[config.mk]
export PLATFORM = sky130hd
export DESIGN_NAME = keypad_emulator_flat
export DESIGN_NICKNAME = d
export VERILOG_FILES = /design/src/rtl/keypad_emulator_if.sv /design/src/rtl/keypad_emulator.sv /design/src/flat_wrapper.sv
export SDC_FILE = /design/constraint.sdc
export NUM_CORES = 1
export LEC_CHECK = 0
export BUFFER_PORTS_ARGS = -buffer_cell sky130_fd_sc_hd__buf_4
export CAP_MARGIN = 5
export CORE_ASPECT_RATIO = 1.1
export CORE_MARGIN = 1.5
export CORE_UTILIZATION = 59
export DETAILED_ROUTE_END_ITERATION = 10
export PLACE_DENSITY = 0.83
export SLEW_MARGIN = 30
export SYNTH_ARGS = -nofsm -noshare
export SYNTH_HDL_FRONTEND = slang
export SYNTH_SLANG_ARGS = --single-unit
[constraint.sdc]
create_clock -name clk -period 4.6 [get_ports clk]
set_input_delay 0.69 -clock clk [delete_from_list [all_inputs] [get_ports clk]]
set_output_delay 0.69 -clock clk [all_outputs]
set_load 0.02 [all_outputs]
[src/rtl/keypad_emulator_if.sv]
// keypad_emulator_if: command handshake (key code, hold time, abort) between a
// command source and keypad_emulator.
interface keypad_emulator_if #(
    parameter int unsigned HOLD_W = 8
);
    logic              cmd_valid;
    logic              cmd_ready;
    logic [3:0]        cmd_key;
    logic [HOLD_W-1:0] cmd_hold;
    logic              cmd_abort;

    modport master (
        output cmd_valid,
        output cmd_key,
        output cmd_hold,
        output cmd_abort,
        input  cmd_ready
    );

    modport slave (
        input  cmd_valid,
        input  cmd_key,
        input  cmd_hold,
        input  cmd_abort,
        output cmd_ready
    );
endinterface

[src/rtl/keypad_emulator.sv]
// keypad_emulator: 4x4 keypad matrix responder that holds a commanded key against the
// scanner's row strobes. Define KP_EMU_BOUNCE_EN to build the contact-bounce burst.
module keypad_emulator #(
    parameter int unsigned HOLD_W        = 8,
    parameter int unsigned GAP_CYCLES    = 4,
    parameter int unsigned BOUNCE_CYCLES = 6
) (
    input  logic             clk,
    input  logic             rst,
    input  logic [3:0]       kp_row,
    output logic [3:0]       kp_col,
    keypad_emulator_if.slave cmd,
    output logic             busy,
    output logic             done
);

    localparam int unsigned GAP_W = $clog2(GAP_CYCLES + 1);
    localparam int unsigned BNC_W = $clog2(BOUNCE_CYCLES + 1);
    localparam int unsigned W1    = (HOLD_W > GAP_W) ? HOLD_W : GAP_W;
    localparam int unsigned CNT_W = (W1 > BNC_W) ? W1 : BNC_W;

    localparam logic [CNT_W-1:0] CNT_ONE  = CNT_W'(1);
    localparam logic [CNT_W-1:0] GAP_LOAD = CNT_W'(GAP_CYCLES);

    typedef enum logic [1:0] {
        S_IDLE   = 2'd0,
        S_PRESS  = 2'd1,
        S_GAP    = 2'd2
`ifdef KP_EMU_BOUNCE_EN
        ,
        S_BOUNCE = 2'd3
`endif
    } state_t;

    state_t            state_q, state_d;
    logic [CNT_W-1:0]  cnt_q, cnt_d;
    logic [3:0]        key_q, key_d;
    logic [3:0]        kp_col_q, kp_col_d;
    logic              pressed;
    logic              ready;
    logic [HOLD_W-1:0] hold_eff;
    logic [7:0]        key_rc;
`ifdef KP_EMU_BOUNCE_EN
    logic [HOLD_W-1:0] hold_q, hold_d;
    logic              phase_q, phase_d;
`endif

    // Returns {row strobe, column return} for a key, both one-hot-low.
    function automatic logic [7:0] key_lines(input logic [3:0] key);
        logic [7:0] rc;
        rc = '1;
        case (key)
            4'h7: rc = {4'b1110, 4'b1110};
            4'h4: rc = {4'b1110, 4'b1101};
            4'h1: rc = {4'b1110, 4'b1011};
            4'h0: rc = {4'b1110, 4'b0111};
            4'h8: rc = {4'b1101, 4'b1110};
            4'h5: rc = {4'b1101, 4'b1101};
            4'h2: rc = {4'b1101, 4'b1011};
            4'hA: rc = {4'b1101, 4'b0111};
            4'h9: rc = {4'b1011, 4'b1110};
            4'h6: rc = {4'b1011, 4'b1101};
            4'h3: rc = {4'b1011, 4'b1011};
            4'hB: rc = {4'b1011, 4'b0111};
            4'hF: rc = {4'b0111, 4'b1110};
            4'hE: rc = {4'b0111, 4'b1101};
            4'hD: rc = {4'b0111, 4'b1011};
            4'hC: rc = {4'b0111, 4'b0111};
        endcase
        return rc;
    endfunction

    assign ready         = (state_q == S_IDLE);
    assign busy          = ~ready;
    assign cmd.cmd_ready = ready;
    assign kp_col        = kp_col_q;
    assign key_rc        = key_lines(key_q);
    assign hold_eff      = (cmd.cmd_hold == '0) ? HOLD_W'(1) : cmd.cmd_hold;

    always_ff @(posedge clk) begin
        if (rst) begin
            state_q  <= S_IDLE;
            cnt_q    <= '0;
            key_q    <= '0;
            kp_col_q <= '1;
`ifdef KP_EMU_BOUNCE_EN
            hold_q   <= '0;
            phase_q  <= 1'b0;
`endif
        end else begin
            state_q  <= state_d;
            cnt_q    <= cnt_d;
            key_q    <= key_d;
            kp_col_q <= kp_col_d;
`ifdef KP_EMU_BOUNCE_EN
            hold_q   <= hold_d;
            phase_q  <= phase_d;
`endif
        end
    end

    always_comb begin
        state_d = state_q;
        cnt_d   = cnt_q;
        key_d   = key_q;
        pressed = 1'b0;
        done    = 1'b0;
`ifdef KP_EMU_BOUNCE_EN
        hold_d  = hold_q;
        phase_d = phase_q;
`endif
        case (state_q)
            S_IDLE: begin
                if (cmd.cmd_valid && ready) begin
                    key_d = cmd.cmd_key;
`ifdef KP_EMU_BOUNCE_EN
                    hold_d  = hold_eff;
                    phase_d = 1'b1;
                    cnt_d   = CNT_W'(BOUNCE_CYCLES);
                    state_d = S_BOUNCE;
`else
                    cnt_d   = CNT_W'(hold_eff);
                    state_d = S_PRESS;
`endif
                end
            end
`ifdef KP_EMU_BOUNCE_EN
            S_BOUNCE: begin
                pressed = phase_q;
                phase_d = ~phase_q;
                if (cmd.cmd_abort) begin
                    state_d = S_GAP;
                    cnt_d   = GAP_LOAD;
                end else if (cnt_q == CNT_ONE) begin
                    state_d = S_PRESS;
                    cnt_d   = CNT_W'(hold_q);
                end else begin
                    cnt_d = cnt_q - CNT_ONE;
                end
            end
`endif
            S_PRESS: begin
                pressed = 1'b1;
                if (cmd.cmd_abort || cnt_q == CNT_ONE) begin
                    state_d = S_GAP;
                    cnt_d   = GAP_LOAD;
                end else begin
                    cnt_d = cnt_q - CNT_ONE;
                end
            end
            S_GAP: begin
                if (cnt_q == CNT_ONE) begin
                    done    = 1'b1;
                    state_d = S_IDLE;
                    cnt_d   = '0;
                end else begin
                    cnt_d = cnt_q - CNT_ONE;
                end
            end
            default: state_d = S_IDLE;
        endcase

        // Only an exact one-hot-low match on the key's row returns a column.
        kp_col_d = (pressed && kp_row == key_rc[7:4]) ? key_rc[3:0] : 4'b1111;
    end

endmodule

[src/flat_wrapper.sv]
// flat-port wrapper written by rule: the top's interface ports become plain ports
module keypad_emulator_flat 
#(
    parameter int unsigned HOLD_W        = 8,
    parameter int unsigned GAP_CYCLES    = 4,
    parameter int unsigned BOUNCE_CYCLES = 6
)
  (clk, rst, kp_row, kp_col, busy, done, cmd_cmd_valid, cmd_cmd_key, cmd_cmd_hold, cmd_cmd_abort, cmd_cmd_ready);
  keypad_emulator_if #(.HOLD_W(HOLD_W)) cmd_i ();
  input  logic clk;
  input  logic rst;
  input  logic [3:0] kp_row;
  output logic [3:0] kp_col;
  output logic busy;
  output logic done;
  input wire logic [$bits(cmd_i.cmd_valid)-1:0] cmd_cmd_valid;
  input wire logic [$bits(cmd_i.cmd_key)-1:0] cmd_cmd_key;
  input wire logic [$bits(cmd_i.cmd_hold)-1:0] cmd_cmd_hold;
  input wire logic [$bits(cmd_i.cmd_abort)-1:0] cmd_cmd_abort;
  output wire logic [$bits(cmd_i.cmd_ready)-1:0] cmd_cmd_ready;
  assign cmd_i.cmd_valid = cmd_cmd_valid;
  assign cmd_i.cmd_key = cmd_cmd_key;
  assign cmd_i.cmd_hold = cmd_cmd_hold;
  assign cmd_i.cmd_abort = cmd_cmd_abort;
  assign cmd_cmd_ready = cmd_i.cmd_ready;
  keypad_emulator #(.HOLD_W(HOLD_W), .GAP_CYCLES(GAP_CYCLES), .BOUNCE_CYCLES(BOUNCE_CYCLES)) u_core (.clk(clk), .rst(rst), .kp_row(kp_row), .kp_col(kp_col), .cmd(cmd_i), .busy(busy), .done(done));
endmodule
Yosys cells after proc, flatten, opt, wreduce, memory -nomap -nowiden

Memory sizes are Yosys's and may differ from the RTL's. A register that Yosys moved wholly into a read port is not among the register bits.
Index checks and enable logic that the tools add are counted.

Memory bits (read-only): 128
Memories: 1
Output and inout port bits: 7
Flip-flop bits (word level): 18

Reduce and logical (&&, ||, !) cells: 10
Eq/ne operators: 7
Muxes and demuxes: 14
Add/sub/neg operators: 1
Bitwise gates (word level): 2

Memories:

| name            | words | width | rd ports | clocked after memory_dff | wr ports | RTL line              | text |
|---|---|---|---|---|---|---|---|
| (no name shown) | 16    | 8     | 1        | 1                        | 0        | keypad_emulator.sv:52 | `case (key)` |

Operators by type and width:

| kind                                                 | number |
|---|---|
| 2-to-1 mux 8 bit                                     | 4 |
| one-hot mux 8 bit (3 select lines)                   | 1 |
| equality test 8 x 1 -> 1 bit (second input constant) | 1 |
| zero test 8 bit                                      | 1 |
| 2-to-1 mux 4 bit                                     | 2 |
| subtractor 8 x 1 -> 8 bit (second input constant)    | 1 |
| 2-to-1 mux 2 bit                                     | 3 |
| one-hot mux 2 bit (3 select lines)                   | 1 |
| equality test 4 bit                                  | 1 |
| != test 2 x 1 -> 1 bit (second input constant)       | 2 |
| AND reduction 2 bit                                  | 2 |
| 2-to-1 mux 1 bit                                     | 3 |
| AND reduction 3 bit                                  | 1 |
| nonzero test 3 bit                                   | 1 |
| equality test 2 x 1 -> 1 bit (second input constant) | 1 |
| equality test 2 bit (second input constant)          | 1 |
| logical AND 1 bit                                    | 2 |
| zero test 2 bit                                      | 1 |
| != test 2 bit (second input constant)                | 1 |
| NOT 1 bit                                            | 2 |
| OR reduction 2 bit                                   | 1 |
| logical OR 1 bit                                     | 1 |

Logic depth before layout (Yosys ltp)

Gate-level depths: netlist (run 1).

Depth in word-level cells: 5
Gate-level depth with buffers: 10
Mapped depth without buffers: 9

Least setup slack after synthesis (run 1)

Ideal clock, no wire load.

Path type: reg2reg
From: register u_core.state_q[0]
To: register, netlist name u_core.key_rc[6]
Cell stages (with the launch flop): 11
Slack: 2.482 ns
Library setup time: 0.079 ns
Arrival time: 2.038 ns
Required time: 4.521 ns
Cell sequence: dfxtp_1 -> inv_1 -> ha_1 -> buf_4 -> nand2_2 -> nand2_1 -> a21oi_1 -> inv_1 -> ha_1 -> mux2_2 -> a22oi_1

Word-level cells in the longest chain between the ends: 5

Ends and longest elaborated chain:

| element                                   | RTL line               | text |
|---|---|---|
| from (decl)                               | keypad_emulator.sv:35  | `state_t state_q, state_d;` |
| from (signal assigned)                    | keypad_emulator.sv:91  | `state_q <= state_d;` |
| zero test 2 bit *                         | keypad_emulator.sv:73  | `assign ready = (state_q == S_IDLE);` |
| named net cmd_cmd_ready                   | flat_wrapper.sv:20     | `output wire logic [$bits(cmd_i.cmd_ready)-1:0] cmd_cmd_ready;` |
| logical AND 1 bit                         | keypad_emulator.sv:114 | `if (cmd.cmd_valid && ready) begin` |
| AND reduction 2 bit (no line) *           | -                      |  |
| 2-to-1 mux 4 bit (no line) * (2 in a row) | -                      |  |

The timed path passes the listed nets; every way through them passes the cells marked *.
A chain may end at the register's enable or synchronous reset.

Worst setup path in the final report (run 1)

From: register u_core.cnt_q[1]
To: output port done

Word-level cells in the longest chain between the ends: 3

Ends and longest elaborated chain:

| element                      | RTL line               | text |
|---|---|---|
| from (decl)                  | keypad_emulator.sv:36  | `logic [CNT_W-1:0] cnt_q, cnt_d;` |
| from (signal assigned)       | keypad_emulator.sv:92  | `cnt_q <= cnt_d;` |
| equality test 8 x 1 -> 1 bit | keypad_emulator.sv:152 | `if (cnt_q == CNT_ONE) begin` |
| 2-to-1 mux 1 bit             | keypad_emulator.sv:152 |  |
| 2-to-1 mux 1 bit             | keypad_emulator.sv:112 | `case (state_q)` |
| to (decl)                    | flat_wrapper.sv:15     | `output logic done;` |

No other way between the ends.

==> results of run 1 <==
## power groups by stage
stage	Combinational [uW]	Clock, uW	Sequential (uW)
after floorplan	464	0	332
after global placement	566	0	342
after global routing	650	172	352
after detailed placement	581	0	346
after CTS	586	160	340
final	588	155	342
## registers in the layout, summed over array words and instances, names as in the netlist
| register | count |
|---|---|
| u_core.key_q | 4 |
| u_core.kp_col | 4 |
| u_core.key_rc | 8 |
| u_core.state_q | 2 |
| u_core.cnt_q | 8 |
## kinds of logic (layout without fill, tap and decap cells)
kind of cell	count (synthesis)	count (layout)	synth area share [%]
multiplexers	6	6	4.27
buffers and inverters	23	47	6.36
adder cells (fa/ha/maj)	11	11	8.86
XOR/XNOR	2	2	1.13
AO/OA/AOI/OAI	49	49	25.5
flip-flops	26	26	33.5
AND/OR/NAND/NOR	55	55	20.4
## cell type report
cell class / instances / share of cell area (%)
well taps: 31 / 2.15
clock inverters: 1 / 1.66
repair buffers: 26 / 10.8
multi-input cells: 123 / 51.7
flip-flops and latches: 26 / 28.8
clock buffers: 3 / 1.25
inverters: 17 / 3.54
## worst max-delay path, delay by kind of cell, from the launching register on
kind	cells	cell delay [ns]
AND/OR/NAND/NOR	3	0.69
buffers and inverters	2	0.26
flip-flops	1	0.36
adder cells (fa/ha/maj)	1	0.19
## final timing paths
kind / from / to / slack [ns] / cells after the start
setup / recovery: u_core.cnt_q[1]$_SDFFE_PP0P_ / done / 2.10 / 6
hold / removal: u_core.key_rc[3]$_DFF_P_ / u_core.kp_col[3]$_SDFF_PP1_ / 0.43 / 1
setup reg to reg: u_core.state_q[1]$_SDFFE_PP0P_ / u_core.key_rc[6]$_DFF_P_ / 2.24 / 8
hold reg to reg: u_core.key_rc[3]$_DFF_P_ / u_core.kp_col[3]$_SDFF_PP1_ / 0.43 / 1
## layer usage
metal	wire [um]	vias up	part of all wire (%)
met5	0	-	0
met4	29	0	0.86
met3	96	2	2.8
met2	1780	24	53
met1	1480	632	44
li1	-	673	-
## synthesized netlist by cell type, types with 2 or more instances
cell      number
nor3_1         2
nand3_1        4
a31oi_2        2
a22oi_1        6
xnor2_1        2
a41oi_1        2
dfxtp_1       26
nor2_1        10
nand2_1       15
and4b_1        3
a211oi_1       4
or2_2          4
inv_1         16
o211a_1        2
o21ai_0        5
nand2b_1       2
ha_1          11
buf_4          3
o31a_1         3
o211ai_1       3
mux2i_1        4
and3_1         4
nor2b_1        2
a21oi_1        7
a221oi_1       3
## stage by stage
| step | util [%] | std cells | hold WS [ns] |
|---|---|---|---|
| 2_1_floorplan | - | 172 | 0.393 |
| 3_3_place_gp | 70.2 | 223 | 0.395 |
| 3_5_place_dp | 70.2 | 223 | 0.398 |
| 4_1_cts | 72.3 | 227 | 0.430 |
| 5_1_grt | 72.3 | 227 | 0.438 |
| 6_report | 72.3 | 227 | 0.430 |
==> flow_summary.toml, run 1 <==
[place]
dp_hpwl_um = 2600
place_ws_ns = 2.26
gp_congestion = 0.929
dpl_cell_area_um2 = 1750
portBuffers = 26

[clock_tree]
clk_pin_slew_worst_paths_ns = 0.13
cts_tree = "done"
clock_path_buffers = 2
root_buffer = "clkbuf_4"
clkSinkCount = 26
post_cts_buffers = 0
numCtsBuffers = 3
cts_hold_buf = 0
ctsResizeCount = 0
htree_levels = 1
clock_latency_ns = 0.32

[global_route]
antenna_found_initial = 0
met1_usage_pct = 33.3
grt_use_met3_pct = 3.19
grt_pass1_wl_um = 5820
grt_max_degree = 16
grt_pass1_vias = 1284
met2_usage_pct = 43.4
busiest_layer = "met2"
grt.total_usage_pct = 26.0
grt_remaining_overflow = 0

[drt]
drt-total-wl_um = 3390
via_count = 1331
drtPass1Iterations = 4
vias_per_cell = 5.86
first_iter_violations = 54
drtAntennaViolNets = 0
wl_per_cell_um = 14.9
drc_errors = 0

[power_and_ir_drop]
power.share.switching_pct = 42.9
total_power_uw = 1080
powerDensity_nw_per_um2 = 601
p_clk_share_pct = 14.3
power.leakage_uw = 0.000809
power.internal_uw = 619
power_frac_seq_pct = 31.5
p_comb_share_pct = 54.2
p_switching_uw = 465
vdd_ir_drop_max_v = 0.000458

[worst_setup_path]
cp-end-kind = "output port"
path_cells = "inv_1 > ha_1 > nor4b_4 > nand2_1 > nor2_1 > buf_4"
arrival_ns = 1.81
crit_path_start_kind = "flip-flop"
critical_path_class = "flip-flop to output port"
slowest_delay_ns = 0.43
crit_required_ns = 3.91
path_max_fanout = 6
critPathSlowestCell = "nor4b_4"

[synth]
yosys_warnings = 0
yosysTopAreaCell = "dfxtp_1"
ys_ff_latch = 26
synth_area_um2 = 1550
synth_enable_flop_cells = 0
synth_cells = 172
ys_seq_area_share_pct = 33.5
syn_avg_cell_area_um2 = 9.03
synthTopCellsByArea = "dfxtp_1, ha_1, inv_1, nand2_1, a22oi_1"
syn_nets = 203
async_flop_share_pct = 0
yosysTopAreaCellShare_pct = 33.5
synth_flop_cell = "dfxtp_1"
synth.distinct_cells = 52

[die]
num_io_pins = 27
fp.coreArea_um2 = 2500
rows = 19
die_area_um2 = 2950
initial_core_util_pct = 62.2
die_h_um = 56.8
die_w_um = 51.9

[cells_and_area]
design_area_um2 = 1800
layout-drive-gt1-share_pct = 23.5
synthToLayoutAreaGrowth_pct = 16.2
antennaDiodeCount = 0
nFillCells = 177
seq_area_um2 = 520
multi_input_area_um2 = 933
layout_common_cells = "buf_4, dfxtp_1, inv_1, nand2_1, ha_1"
layout.nets = 228

[timing]
fin_crit_sh_pct = 54.3
finalCriticalPeriod_ns = 2.50
timing_worst_slew_pin_value_ns = 0.853
setup_viol = 0
slew_violations = 0
hold_viol = 0
rsz0062_at_grt = "no"
fin_worst_skew_ns = 0.00542
relSlewSlack_pct = 41.5
fmax_ghz = 0.400
fin_ws_ns = 2.10
finalSetupTns_ns = 0

[status]
status = "finished clean"

[worst_hold_path]
hold_class = "flip-flop to flip-flop"

[flow_run]
maxCapViolCount = 0
No activity file was read; power rests on OpenSTA's default activity.
==> run 2: changes to the inputs <==
--- a/config.mk
+++ b/config.mk
@@ -9,9 +9,9 @@
 export CAP_MARGIN = 5
 export CORE_ASPECT_RATIO = 1.1
 export CORE_MARGIN = 1.5
-export CORE_UTILIZATION = 59
+export CORE_UTILIZATION = 55
 export DETAILED_ROUTE_END_ITERATION = 10
-export PLACE_DENSITY = 0.83
+export PLACE_DENSITY = 0.79
 export SLEW_MARGIN = 30
 export SYNTH_ARGS = -nofsm -noshare
 export SYNTH_HDL_FRONTEND = slang
==> constraint.sdc (replaced) <==
create_clock -name clk -period 2.6 [get_ports clk]
set_input_delay 0.39 -clock clk [delete_from_list [all_inputs] [get_ports clk]]
set_output_delay 0.39 -clock clk [all_outputs]
set_load 0.02 [all_outputs]
==> run 2 against run 1 <==
  * Combinational power grew 84%
  * Routed wire length grew 6.4%
  * Sequential power grew 78%
  * Worst setup slack lost 1.8 ns
  * Register-to-register slack lost 1.9 ns
  * Clock-buffer cell count is the same
  * Global-route usage shrank 1.5 points
==> flow_summary.toml, run 2 (same netlist as run 1, synthesis figures left out) <==
[die]
initial_core_util_pct = 56.9
fp.coreArea_um2 = 2730
num_io_pins = 27
die_w_um = 53.7
die_area_um2 = 3150
die_h_um = 58.7
rows = 20

[flow_run]
maxCapViolCount = 0

[cells_and_area]
synthToLayoutAreaGrowth_pct = 17.3
antennaDiodeCount = 0
design_area_um2 = 1820
layout.nets = 230
mostFrequentLayoutCell = "buf_4"
layout_common_cells = "buf_4, dfxtp_1, inv_1, nand2_1, ha_1"
nFillCells = 225
layout-drive-gt1-share_pct = 24.2
final_cells = 231

[clock_tree]
cts_tree = "done"
clock_path_buffers = 2
numCtsBuffers = 3
cts_hold_buf = 0
post_cts_buffers = 0
root_buffer = "clkbuf_4"
clk_pin_slew_worst_paths_ns = 0.16
clkSinkCount = 26
clock_latency_ns = 0.33
htree_levels = 1
ctsResizeCount = 0

[timing]
finalCriticalPeriod_ns = 2.26
fin_worst_skew_ns = 0.0104
timing_worst_slew_pin_value_ns = 0.536
relSlewSlack_pct = 64.1
slew_violations = 0
finalSetupTns_ns = 0
setup_viol = 0
fmax_ghz = 0.442
fin_ws_ns = 0.336
hold_viol = 0
rsz0062_at_grt = "no"
fin_crit_sh_pct = 87.1

[power_and_ir_drop]
total_power_uw = 1970
vdd_ir_drop_max_v = 0.000706
powerDensity_nw_per_um2 = 1080
power.leakage_uw = 0.000819

[worst_setup_path]
path_max_fanout = 13
cp_top_family = "adder cells"
arrival_ns = 2.52
slowest_delay_ns = 0.48
cp-end-kind = "flip-flop"
path_cells = "inv_1 > ha_1 > a21bo_2 > nand2_1 > nand2_1 > inv_1 > ha_1 > mux2_2 > a22oi_1"
ff2ff_setup_slack_ns = 0.34
crit_required_ns = 2.86
critical_path_class = "flip-flop to flip-flop"
crit_path_start_kind = "flip-flop"
critPathSlowestCell = "ha_1"
path_buf_inv = 2

[drt]
wl_per_cell_um = 15.6
via_count = 1378
drtPass1Iterations = 4
drc_errors = 0
drt-total-wl_um = 3600
first_iter_violations = 53
drtAntennaViolNets = 0
vias_per_cell = 5.97

[place]
gp_congestion = 0.836
place_ws_ns = 0.394
dp.cells = 227
portBuffers = 26
dp_hpwl_um = 2750
dpl_cell_area_um2 = 1770

[global_route]
grt.total_usage_pct = 24.5
met2_usage_pct = 44.1
met1_usage_pct = 29.7
busiest_layer = "met2"
grt_max_degree = 16
grt_pass1_vias = 1322
grt_pass1_wl_um = 5850
grt_remaining_overflow = 0
grt_use_met3_pct = 3.81
antenna_found_initial = 0

[worst_hold_path]
hold_class = "input port to flip-flop"

[status]
status = "finished clean"
## run 2: cell count changes in the layout (fill, tap and decap cells not counted), sizes merged
cell / previous run / this run
buf: 26 / 28
## run 2: worst paths after layout
check / startpoint / end / cells past startpoint
setup / recovery: u_core.state_q[1]$_SDFFE_PP0P_ / u_core.key_rc[6]$_DFF_P_ / 9
hold / removal: rst / u_core.key_q[0]$_SDFFE_PP0N_ / 2
setup reg to reg: u_core.state_q[1]$_SDFFE_PP0P_ / u_core.key_rc[6]$_DFF_P_ / 9
hold reg to reg: u_core.key_rc[0]$_DFF_P_ / u_core.kp_col[0]$_SDFF_PP1_ / 1
## run 2: cell type report
| type | instances | area, um^2 | area share (%) |
|---|---|---|---|
| Clock inverter | 1 | 30.0 | 1.65 |
| Multi-Input combinational cell | 123 | 933 | 51.2 |
| Timing Repair Buffer | 28 | 210 | 11.5 |
| Inverter | 17 | 63.8 | 3.50 |
| Tap cell | 33 | 41.3 | 2.27 |
| Sequential cell | 26 | 520 | 28.6 |
| Clock buffer | 3 | 22.5 | 1.24 |
## run 2: metrics by stage
stage / hold slack [ns] / util, %
floorplan: 0.393 / -
global placement: 0.411 / 64.9
detailed placement: 0.412 / 64.9
CTS: 0.291 / 66.8
global route: 0.296 / 66.8
finish: 0.294 / 66.8
## run 2: where the power goes
group	switching [uW]	internal (uW)	leakage, uW	total [uW]
Sequential	103	506	0.000214	609
Combinational	629	449	0.000577	1080
Clock	132	156	0.0000279	287
Total	863	1110	0.000819	1970
## run 2: per-layer routing
metal  wire length, um  vias up  share of wire [%]
met5                 0        -                  0
met4                17        0               0.47
met3               123        2                3.4
met2              1940       38                 54
met1              1520      658                 42
li1                  -      680                  -
==> run 3: changes to the inputs <==
--- a/config.mk
+++ b/config.mk
@@ -11,6 +11,7 @@
 export CORE_MARGIN = 1.5
 export CORE_UTILIZATION = 55
 export DETAILED_ROUTE_END_ITERATION = 10
+export MAX_ROUTING_LAYER = met4
 export PLACE_DENSITY = 0.79
 export SLEW_MARGIN = 30
 export SYNTH_ARGS = -nofsm -noshare
==> run 3 against run 2 <==
  * Combinational power about the same
  * Clock power about the same
  * Cell count unchanged
  * Via count increased by 0.58%
  * Total power decreased by 0.36%
  * Worst setup slack improved by 0.0060 ns
  * Flip-flop and latch count unchanged
  * Sequential power about the same
  * Fmax increased by 0.27%
  * Register-to-register slack about the same
  * Utilization unchanged
  * Sequential share of layout area unchanged
  * Critical path type unchanged
  * Critical endpoint unchanged
  * Largest cell class unchanged
  * Highest routed layer unchanged
==> flow_summary.toml, run 3 (same netlist as run 1, synthesis figures left out) <==
[cells_and_area]
utilization_pct = 66.8
layout_common_cells = "buf_4, dfxtp_1, inv_1, nand2_1, ha_1"
layout-drive-gt1-share_pct = 24.2
mostFrequentLayoutCell = "buf_4"
synthToLayoutAreaGrowth_pct = 17.3
final_cells = 231
layout.nets = 230
antennaDiodeCount = 0

[die]
die_area_um2 = 3150
die_h_um = 58.7
fp.coreArea_um2 = 2730
rows = 20
num_io_pins = 27
die_w_um = 53.7
initial_core_util_pct = 56.9

[timing]
holdWs_ns = 0.299
relSlewSlack_pct = 64.5
timing_worst_slew_pin_value_ns = 0.530
setup_viol = 0
fmax_ghz = 0.443
finalCriticalPeriod_ns = 2.26
rsz0062_at_grt = "no"
slew_violations = 0
finalSetupTns_ns = 0
fin_worst_skew_ns = 0.00686
fin_crit_sh_pct = 86.8
hold_viol = 0

[worst_setup_path]
slowest_delay_ns = 0.48
path_max_fanout = 13
cp-end-kind = "flip-flop"
ff2ff_setup_slack_ns = 0.34
critical_path_class = "flip-flop to flip-flop"
path_cells = "inv_1 > ha_1 > a21bo_2 > nand2_1 > nand2_1 > inv_1 > ha_1 > mux2_2 > a22oi_1"
r2r-end = "u_core.key_rc[6]$_DFF_P_"
arrival_ns = 2.52
critPathSlowestCell = "ha_1"
crit_path_start_kind = "flip-flop"
crit_required_ns = 2.86
r2r_cells = 9
r2r_start = "u_core.state_q[1]$_SDFFE_PP0P_"

[clock_tree]
numCtsBuffers = 3
cts_hold_buf = 0
clkSinkCount = 26
root_buffer = "clkbuf_4"
clk_pin_slew_worst_paths_ns = 0.16
htree_levels = 1
ctsResizeCount = 0
post_cts_buffers = 0
cts_tree = "done"
clock_latency_ns = 0.33
clock_path_buffers = 2

[place]
dp_hpwl_um = 2750
gp_congestion = 0.849
dp.cells = 227
portBuffers = 26

[power_and_ir_drop]
vdd_ir_drop_max_v = 0.000701
powerDensity_nw_per_um2 = 1080
power.leakage_uw = 0.000819

[drt]
drt-total-wl_um = 3570
via_count = 1386
drc_errors = 0
drtPass1Iterations = 4
vias_per_cell = 6.00
drtAntennaViolNets = 0
wl_per_cell_um = 15.5
first_iter_violations = 53

[global_route]
grt_pass1_vias = 1326
grt_max_degree = 16
grt_remaining_overflow = 0
grt.total_usage_pct = 25.1
grt_pass1_wl_um = 5840
antenna_found_initial = 0

[worst_hold_path]
hold_start = "rst"
whs_path_depth = 2
min_to = "u_core.key_q[0]$_SDFFE_PP0N_"
hold_class = "input port to flip-flop"

[status]
status = "finished clean"

[flow_run]
maxCapViolCount = 0
-- run 3: cell counts in the layout (fill, tap and decap cells not counted) --
Identical to the previous run, type by type.
-- run 3: per-layer routing --
layer	vias up	GRT usage [%]	part of all wire, %
met3	4	3.81	5.3
met1	642	29.6	41
met5	-	-	0
li1	678	-	-
met4	0	5.86	0.81
met2	62	44.1	53
-- run 3: critical path: cells and delay by family (launching register included) --
family	cells	cell delay, ns
mux	1	0.27
buf+inv	2	0.25
compound gates	2	0.35
flops	1	0.37
fa+ha+maj	2	0.73
simple gates	2	0.22
-- run 3: worst max path at each step --
stage                                              start                       end  slack, ns  cells past startpoint
final                     u_core.state_q[1]$_SDFFE_PP0P_  u_core.key_rc[6]$_DFF_P_       0.34                      9
after global routing      u_core.state_q[0]$_SDFFE_PP0P_  u_core.key_rc[6]$_DFF_P_       0.23                      9
after CTS                 u_core.state_q[1]$_SDFFE_PP0P_  u_core.key_rc[6]$_DFF_P_       0.34                      9
after detailed placement  u_core.state_q[0]$_SDFFE_PP0P_  u_core.key_rc[6]$_DFF_P_       0.39                      9
after global placement    u_core.state_q[0]$_SDFFE_PP0P_  u_core.key_rc[6]$_DFF_P_       0.57                      9
after floorplan           u_core.state_q[0]$_SDFFE_PP0P_  u_core.key_rc[6]$_DFF_P_       0.48                     10
-- run 3: final cells by class --
| class | instances | area [um^2] |
|---|---|---|
| clock inverters | 1 | 30.0 |
| fillers | 225 | 906 |
| clock buffers | 3 | 22.5 |
| repair buffers | 28 | 210 |
| well taps | 33 | 41.3 |
| flip-flops and latches | 26 | 520 |
| inverters | 17 | 63.8 |
| multi-input cells | 123 | 933 |
-- run 3: power breakdown --
part	switching [uW]	internal, uW	leakage, uW
clock	130	156	0.0000279
sequential	102	506	0.000214
combinational	625	449	0.000577
-- run 3: stage by stage --
stage | instance area [um^2] | power, uW | setup slack [ns]
2_1_floorplan | 1550 | 1410 | 0.482
3_3_place_gp | 1770 | 1630 | 0.574
3_5_place_dp | 1770 | 1670 | 0.394
4_1_cts | 1820 | 1960 | 0.338
5_1_grt | 1820 | 2110 | 0.227
6_report | 1820 | 1970 | 0.342
